[src/rtl/logic_unit_pipe.sv]
// Registered eight-op bitwise logic unit with valid/ready handshakes and a chaining accumulator.
// Optional ZF/NF flag registers are built only when LOGIC_UNIT_FLAGS_EN is defined.
module logic_unit_pipe #(
  parameter int unsigned WIDTH = 16
) (
  input  logic             clk,
  input  logic             rst_n,
  input  logic [WIDTH-1:0] X,
  input  logic [WIDTH-1:0] Y,
  input  logic [2:0]       OP,
  input  logic             ACC,
  input  logic             CLR,
  input  logic             in_valid,
  output logic             in_ready,
  output logic [WIDTH-1:0] OUT,
  output logic             out_valid,
  input  logic             out_ready,
  output logic             ZF,
  output logic             NF
);

  logic [WIDTH-1:0] r_out;
  logic             r_out_valid;
  logic [WIDTH-1:0] r_acc;

  logic             w_accept;
  logic             w_drain;
  logic [WIDTH-1:0] w_acc_eff;
  logic [WIDTH-1:0] w_b;
  logic [WIDTH-1:0] w_result;

  // One-entry pipe: a slot frees up in the same cycle it is drained.
  assign in_ready  = !r_out_valid || out_ready;
  assign w_accept  = in_valid && in_ready;
  assign w_drain   = r_out_valid && out_ready;

  // CLR zeroes the accumulator operand even for an accept in the same cycle.
  assign w_acc_eff = CLR ? '0 : r_acc;
  assign w_b       = ACC ? w_acc_eff : Y;

  always_comb begin
    w_result = '0;
    case (OP)
      3'b000:  w_result = X & w_b;
      3'b001:  w_result = X | w_b;
      3'b010:  w_result = X ^ w_b;
      3'b011:  w_result = ~(X & w_b);
      3'b100:  w_result = ~(X | w_b);
      3'b101:  w_result = ~(X ^ w_b);
      3'b110:  w_result = ~X;
      default: w_result = X;
    endcase
  end

  always_ff @(posedge clk or negedge rst_n) begin
    if (!rst_n) begin
      r_out       <= '0;
      r_out_valid <= 1'b0;
    end else if (w_accept) begin
      r_out       <= w_result;
      r_out_valid <= 1'b1;
    end else if (w_drain) begin
      r_out_valid <= 1'b0;
    end
  end

  always_ff @(posedge clk or negedge rst_n) begin
    if (!rst_n) begin
      r_acc <= '0;
    end else if (w_accept) begin
      r_acc <= w_result;
    end else if (CLR) begin
      r_acc <= '0;
    end
  end

  assign OUT       = r_out;
  assign out_valid = r_out_valid;

`ifdef LOGIC_UNIT_FLAGS_EN
  logic r_zf;
  logic r_nf;

  always_ff @(posedge clk or negedge rst_n) begin
    if (!rst_n) begin
      r_zf <= 1'b0;
      r_nf <= 1'b0;
    end else if (w_accept) begin
      r_zf <= (w_result == '0);
      r_nf <= w_result[WIDTH-1];
    end
  end

  assign ZF = r_zf;
  assign NF = r_nf;
`else
  assign ZF = 1'b0;
  assign NF = 1'b0;
`endif

endmodule

[config.mk]
export PLATFORM = sky130hd
export DESIGN_NAME = logic_unit_pipe
export DESIGN_NICKNAME = d
export VERILOG_FILES = /design/src/rtl/logic_unit_pipe.sv
export SDC_FILE = /design/constraint.sdc
export NUM_CORES = 1
export LEC_CHECK = 0
export CAP_MARGIN = 20
export CORE_MARGIN = 5
export CORE_UTILIZATION = 45
export DETAILED_ROUTE_END_ITERATION = 12
export PLACE_DENSITY = 0.71
export SETUP_SLACK_MARGIN = 0.3
export SYNTH_ARGS = -nofsm -noshare
export SYNTH_HDL_FRONTEND = slang
export SYNTH_SLANG_ARGS = --single-unit
[constraint.sdc]
create_clock -name clk -period 2.4 [get_ports clk]
set_clock_uncertainty 0.05 [all_clocks]
set_input_delay 0.6 -clock clk [delete_from_list [all_inputs] [get_ports clk]]
set_output_delay 0.6 -clock clk [all_outputs]
set_load 0.01 [all_outputs]
== After elaboration in Yosys (flattened, before gate mapping) ==
Cells that the tools add are included.
Cells by class
  bitwise gates (word level): 7
  reductions and logical operators: 6
  muxes and demuxes: 6
  equality and inequality tests: 6
Operators with widths (count)
  one-hot mux 16 bit (7 select lines): 1
  inverter 16 bit: 4
  2-to-1 mux 16 bit: 3
  bitwise AND 16 bit: 1
  bitwise OR 16 bit: 1
  XOR 16 bit: 1
  == test 3 bit, second input constant: 3
  == test 3 x 2 -> 1 bit, second input constant: 2
  == test 3 x 1 -> 1 bit, second input constant: 1
  logical NOT 3 bit: 1
  logical AND 1 bit: 2
  2-to-1 mux 1 bit: 2
  nonzero test 2 bit: 1
  logical NOT 1 bit: 1
  logical OR 1 bit: 1
Storage, ports and cells
  input port bits: 41
  register bits after elaboration: 33
  logic and storage cells: 28

== Logic depth before layout (Yosys ltp) ==
Gate-level depths: netlist (run 1).
  word-level depth: 6
  mapped depth: 10

== Worst setup path after synthesis (run 1) ==
OpenSTA, ideal clock, no wires.
  path type: input-to-reg
  from: in ACC
  to: reg r_out[6], in the netlist OUT[6]
  path buffers: 2
  path slack: -0.171 ns
  required time: 2.232 ns
  stages on the path: 9
  arrival time: 2.403 ns
  path through: clkbuf_1 -> buf_2 -> mux2_2 -> inv_2 -> ha_1 -> mux2_1 -> a2bb2oi_1 -> a31oi_1 -> a21o_1
Between the ends
  word-level cells in the longest chain between the ends: 4
  elaborated cells on any way between the ends: 8
  those cells by class: mux (2); bitwise (6)
RTL lines
  start, declared: RTL line 11  | input logic ACC,
  2-to-1 mux 16 bit *: RTL line 39  | assign w_b = ACC ? w_acc_eff : Y;
  XOR 16 bit, or another cell as far along: RTL line 46, 49
  inverter 16 bit, on equally long branches: RTL line 49, 47, 48
  one-hot mux 16 bit (7 select lines) *: RTL line 43  | case (OP)
  end signal, assigned: RTL line 60  | r_out <= w_result;
  end, declared: RTL line 22  | logic [WIDTH-1:0] r_out;
Every way passes the cells marked *; elsewhere a longest branch is shown, timed or not.
A chain may end at the register's enable or synchronous reset.

== Final worst setup path (run 1) ==
  from: in Y[6]
  to: reg r_out[6], in the netlist OUT[6]
Between the ends
  word-level cells in the longest chain between the ends: 4
  elaborated cells on any way between the ends: 8
  those cells by class: mux (2); bitwise (6)
RTL lines
  start, declared: RTL line 9  | input logic [WIDTH-1:0] Y,
  2-to-1 mux 16 bit *: RTL line 39
  XOR 16 bit, or another cell as far along: RTL line 46, 49
  inverter 16 bit, on equally long branches: RTL line 49, 47, 48
  one-hot mux 16 bit (7 select lines) *: RTL line 43
Marked as above.

==> flow_summary.json, run 1 <==
{
  "syn_avg_cell_area_sq_um": 8.345,
  "num_rows": 30,
  "fill_cells": 574,
  "rsz0062_at_grt": "yes",
  "place_ws_ns": -0.4229,
  "grt_pass1_vias": 2962,
  "diodes": 0,
  "drt_wl_total_um": 8611,
  "startpoint": "Y[6]",
  "antenna_found_initial": 0,
  "synth_area_leader_cell": "dfrtp_1",
  "ir_drop_v": 0.0002151,
  "ys_warn_count": 0,
  "clk_latency_ns": 0.28,
  "hp-start": "OUT[5]",
  "power_density_nw_per_um2": 435.9,
  "drv_slew": 0,
  "worst_slack_ns": 0.3378,
  "fin_util_pct": 65.68,
  "multi_input_area_sq_um": 2292,
  "htreeDepth": 2,
  "grt_max_degree": 36,
  "clock.fmax_mhz": 484.9,
  "gp_congestion": 0.8471,
  "synth_seq_area_share_pct": 25.97,
  "dieArea_sq_um": 8846,
  "ys.flop_type": "dfrtp_1",
  "drt_iter0_drc": 145,
  "drt-pass1-iter-count": 5,
  "dp_hpwl_um": 6006,
  "fp.dieW_um": 94.06,
  "grt_pass1_wl_um": 14030,
  "dpl.cell_count": 548,
  "cts_tree": "built",
  "final_hold_viol_count": 0,
  "cts-root-buf": "clkbuf_8",
  "seq_area_sq_um": 825.8,
  "synth_edf_count": 0,
  "fin_crit_ns": 2.062,
  "drc": 0,
  "cts_made_buffers": 5,
  "timing.rr.start": "r_acc[8]",
  "mappedNetlistArea_sq_um": 3179,
  "status": "complete, no violations",
  "path_clk_slew_ns": 0.07,
  "arrival_ns": 2.19,
  "synthTopCellsByArea": "dfrtp_1, ha_1, mux2_2",
  "fin_nets": 535,
  "port_buffers": 58,
  "fin_crit_sh_pct": 85.93,
  "drive_above_1_share_pct": 27.06,
  "hp-class": "flop to flop",
  "die_y_um": 94.06,
  "setup_viol": 0,
  "io_pins": 61,
  "endpoint_kind": "flop",
  "globalRouteOverflowTotal": 0,
  "path_max_fanout": 2,
  "core_region_area_sq_um": 6832,
  "cts_sinks": 33,
  "crit_type": "primary input to flop",
  "vias_per_cell": 5.394,
  "cellLeakagePower_nw": 2.185,
  "initial_utilization_pct": 46.54,
  "layout.cells.non_filler": 558,
  "ys_ff_latch": 33,
  "area_growth_pct": 41.13,
  "wl_per_cell_um": 15.43,
  "synth_cells": 381,
  "start_kind": "primary input",
  "synth-async-reset-ratio_pct": 100.0,
  "grt_util_all_layers_pct": 19.65,
  "routed-via-count": 3010,
  "maxCapViolations": 0,
  "antenna_left": 0,
  "yosysTopAreaCellShare_pct": 25.97,
  "clk_path_buf_depth": 2,
  "setup_tns_ns": 0,
  "cp_data_required_time_ns": 2.53,
  "synth_cell_types": 42
}
-- placed cells by master, fill, tap and decap left out, drive strengths merged, types with 2 or more instances in the layout --
cell / synthesis / layout
mux2i: 13 / 13
buf: 24 / 45
nand2: 36 / 36
a21oi: 18 / 18
a221oi: 4 / 4
dfrtp: 33 / 33
and2: 2 / 2
clkdlybuf4s50: 0 / 47
a311oi: 2 / 2
or3: 6 / 6
clkbuf: 3 / 8
o21ai: 20 / 20
mux2: 18 / 18
o22ai: 7 / 7
nor2b: 22 / 22
dlygate4sd2: 0 / 2
o211ai: 11 / 11
dlymetal6s2s: 0 / 5
o221ai: 3 / 3
a31oi: 6 / 6
o211a: 3 / 3
o21a: 6 / 6
nand3: 5 / 5
inv: 46 / 46
a21o: 16 / 16
ha: 32 / 32
a2bb2oi: 2 / 2
nand2b: 7 / 7
a211oi: 3 / 3
o32ai: 3 / 3
nor2: 23 / 23
conb: 1 / 2
-- power breakdown --
group	switching (mW)	internal, mW	total [mW]
sequential	0.0331	0.637	0.670
clock	0.218	0.228	0.447
combinational	0.386	0.454	0.840
total	0.637	1.32	1.96
-- synth_stat cells, drive strengths merged (11+ instances only) --
library cell  instances
nor2                 23
o21ai                20
dfrtp                33
mux2                 18
a21o                 16
a21oi                18
o211ai               11
ha                   32
nand2                36
inv                  46
nor2b                22
buf                  24
mux2i                13
-- cell type report --
cell class | count | area share [%]
clock buffer | 7 | 1.924
inverter | 46 | 3.960
multi-input combinational | 276 | 51.09
sequential | 33 | 18.40
tap | 96 | 2.677
timing repair buffer | 100 | 21.95
-- worst max-delay path, cell delays in order --
cell and delay, ns:
clkdlybuf4s50_1 0.40, mux2_4 0.28, inv_2 0.06, ha_4 0.19
mux2_4 0.26, a2bb2oi_2 0.11, a31oi_1 0.12, a21o_1 0.17
-- path summary, 6_finish.rpt --
path | endpoint | slack [ns] | cells after the start
setup reg to reg | r_acc[8] | 0.50 | 8
min in group asynchronous | OUT[6] | 0.68 | 2
hold / removal | OUT[5] | 0.42 | 1
setup / recovery | OUT[6] | 0.34 | 8
max in group asynchronous | OUT[0] | 1.30 | 2
hold reg to reg | OUT[5] | 0.42 | 1
-- sequential cells by signal, indices dropped and copies added, names as in the netlist --
signal and flops:
OUT 16, out_valid 1, r_acc 16
-- per-stage QoR --
| step | area [sq um] | hold WS (ns) | power (mW) |
|---|---|---|---|
| 6_report | 4487 | 0.4238 | 1.956 |
| 5_1_grt | 4487 | 0.4494 | 2.090 |
| 4_1_cts | 4240 | 0.4312 | 1.904 |
| 3_5_place_dp | 4084 | 0.4150 | 1.433 |
| 3_3_place_gp | 4084 | 0.4107 | 1.409 |
| 2_1_floorplan | 3259 | 0.2544 | 1.117 |
-- logic make-up (layout without fill, tap and decap cells) --
family | count (synthesis) | in the layout | synth area share [%]
AO/OA/AOI/OAI | 107 | 107 | 22.83
AND/OR/NAND/NOR | 104 | 104 | 16.53
buffers and inverters | 73 | 153 | 11.49
flip-flops | 33 | 33 | 25.97
adder cells (fa/ha/maj) | 32 | 32 | 12.59
multiplexers | 31 | 31 | 10.47
other | 1 | 2 | 0.1180
-- timing repair --
| item | in CTS | in global routing |
|---|---|---|
| cloned | 1 | 0 |
| hold buffers | 0 | 0 |
| buffers inserted | 2 | 0 |
| endpoints found under the hold margin | 0 | 0 |
| setup endpoints to repair | 33 | 31 |
| pin swaps | 5 | 27 |
| gates resized for setup | 22 | 56 |
-- metal layers --
layer	routed length, um	up-vias	track usage, %
met3	441	9	4.327
li1	-	1472	-
met4	102	0	6.378
met1	3790	1432	24.57
met2	4276	97	33.41
met5	0	-	0
Power figures use the tool's default switching activity.
==> inputs of run 2 (changes only) <==
--- a/config.mk
+++ b/config.mk
@@ -6,6 +6,7 @@
 export NUM_CORES = 1
 export LEC_CHECK = 0
 export CAP_MARGIN = 20
+export CORE_ASPECT_RATIO = 0.5
 export CORE_MARGIN = 5
 export CORE_UTILIZATION = 45
 export DETAILED_ROUTE_END_ITERATION = 12
==> run 2 against run 1 <==
  * Total power is 18% higher
  * Sequential cell count did not move
  * Clock-buffer cell count unchanged
  * Largest cell class unchanged
==> flow_summary.json, run 2 (synthesis results as in run 1) <==
{
  "share_comb_of_total_power_pct": 41.0,
  "antenna_left": 0,
  "die_y_um": 69.44,
  "routed-via-count": 3349,
  "final_hold_viol_count": 0,
  "fp.dieW_um": 128.9,
  "dp_hpwl_um": 7018,
  "hold_buffers": 0,
  "grt_max_degree": 36,
  "multi_input_area_sq_um": 2411,
  "antenna_found_initial": 0,
  "drt-pass1-iter-count": 5,
  "wl_per_cell_um": 18.50,
  "cts_made_buffers": 5,
  "crit_type": "primary input to flop",
  "final_common_cell": "buf_4",
  "port_buffers": 58,
  "cts-root-buf": "clkbuf_16",
  "fin_crit_sh_pct": 89.94,
  "layout_common_cells": "buf_4, clkdlybuf4s50_1, nand2_1",
  "cellLeakagePower_nw": 2.370,
  "drc": 0,
  "arrival_ns": 2.28,
  "fin_nets": 557,
  "grt_pass1_vias": 3492,
  "start_kind": "primary input",
  "drv_slew": 0,
  "area_growth_pct": 53.05,
  "cp_data_required_time_ns": 2.52,
  "clk_latency_ns": 0.28,
  "power_mw": 2.313,
  "seq_area_sq_um": 825.8,
  "status": "complete, no violations",
  "clkPwrFrac_pct": 29.9,
  "path_clk_slew_ns": 0.06,
  "ir_drop_v": 0.0002713,
  "fin_util_pct": 71.78,
  "setup_viol": 0,
  "crit_slowest_cell": "clkdlybuf4s50_1",
  "internal-power_mw": 1.585,
  "cts_sinks": 33,
  "gp_congestion": 0.8484,
  "hp-class": "flop to flop",
  "drive_above_1_share_pct": 33.81,
  "cts_tree": "built",
  "num_rows": 21,
  "p_seq_share_pct": 29.1,
  "initial_utilization_pct": 46.90,
  "drt_iter0_drc": 305,
  "maxCapViolations": 0,
  "dpl_cell_area_sq_um": 4154,
  "swShare_pct": 31.50,
  "fill_cells": 469,
  "globalRouteOverflowTotal": 0,
  "drt_wl_total_um": 10670,
  "holdWs_ns": 0.4239,
  "path_max_fanout": 2,
  "finalInstanceArea_sq_um": 4866,
  "clk_path_buf_depth": 2,
  "htreeDepth": 2,
  "endpoint_kind": "flop",
  "power_density_nw_per_um2": 475.4,
  "grt_pass1_wl_um": 16350,
  "rsz0062_at_grt": "yes",
  "dieArea_sq_um": 8948,
  "vias_per_cell": 5.804,
  "grt_util_all_layers_pct": 22.62,
  "clock.fmax_mhz": 463.3,
  "slowest_delay_ns": 0.42,
  "core_region_area_sq_um": 6779,
  "diodes": 0,
  "io_pins": 61,
  "power.switching_mw": 0.7287,
  "crit_path_cell_trace": "clkdlybuf4s50_1, mux2_4, inv_4, ha_4, nor2_1, a21oi_1, o211ai_1, a31oi_1, a21o_1",
  "fin_crit_ns": 2.159
}
## run 2: cell types whose count changed in the layout (fill, tap and decap cells not counted), moves of 5 or more
cell,delta
a21oi_2,+5
a21oi_1,-6
buf_4,+14
clkbuf_16,+5
buf_6,+6
## run 2: area by class of cell
cell class	count	share of cell area, %
Multi-Input combinational cell	276	49.55
Timing Repair Buffer	122	24.12
Clock inverter	1	0.1029
Tap cell	92	2.366
Sequential cell	33	16.97
Clock buffer	7	3.137
Inverter	46	3.754
## run 2: stage by stage
stage               setup WS, ns  setup TNS [ns]  std cells
finish                    0.2414               0        577
CTS                       0.3009               0        572
global route              0.1637               0        577
floorplan                 0.2066               0        382
global placement         -0.3668          -9.733        554
detailed placement       -0.4559          -11.16        554
## run 2: path summary, 6_finish.rpt
check | start | endpoint | slack [ns] | depth (start not counted)
max in group asynchronous | rst_n | r_acc[9] | 1.44 | 2
setup / recovery | Y[9] | OUT[9] | 0.24 | 9
min in group asynchronous | rst_n | OUT[0] | 0.65 | 2
hold / removal | OUT[2] | OUT[2] | 0.42 | 2
setup reg to reg | r_acc[14] | r_acc[14] | 0.41 | 9
hold reg to reg | OUT[2] | OUT[2] | 0.42 | 2
## run 2: timing repair
item                                    CTS  global route
gates resized for setup                  66            49
endpoints found under the setup margin   33            32
pin swaps                                19            31
buffers inserted                         10             5
## run 2: routing by layer
layer | global-route usage (%) | up-vias | share of wire (%)
met5 | 0 | - | 0
met4 | 8.964 | 0 | 2.4
met3 | 4.692 | 29 | 5.9
met2 | 38.42 | 141 | 49
met1 | 27.94 | 1659 | 43
li1 | - | 1520 | -
## run 2: power by group through the flow
stage / combinational, mW / clock (mW) / sequential [mW]
4_1_cts: 0.867 / 0.696 / 0.674
6_report: 0.948 / 0.691 / 0.674
3_3_place_gp: 0.742 / 0 / 0.678
3_5_place_dp: 0.782 / 0 / 0.682
5_1_grt: 1.01 / 0.730 / 0.682
2_1_floorplan: 0.417 / 0 / 0.700
## run 2: critical path, delay by kind of cell
kind | cells | cell delay (ns)
AOI/OAI and AO/OA | 4 | 0.58
adders and majority gates | 1 | 0.19
buffers and inverters | 2 | 0.49
muxes | 1 | 0.31
and+or+nand+nor | 1 | 0.12
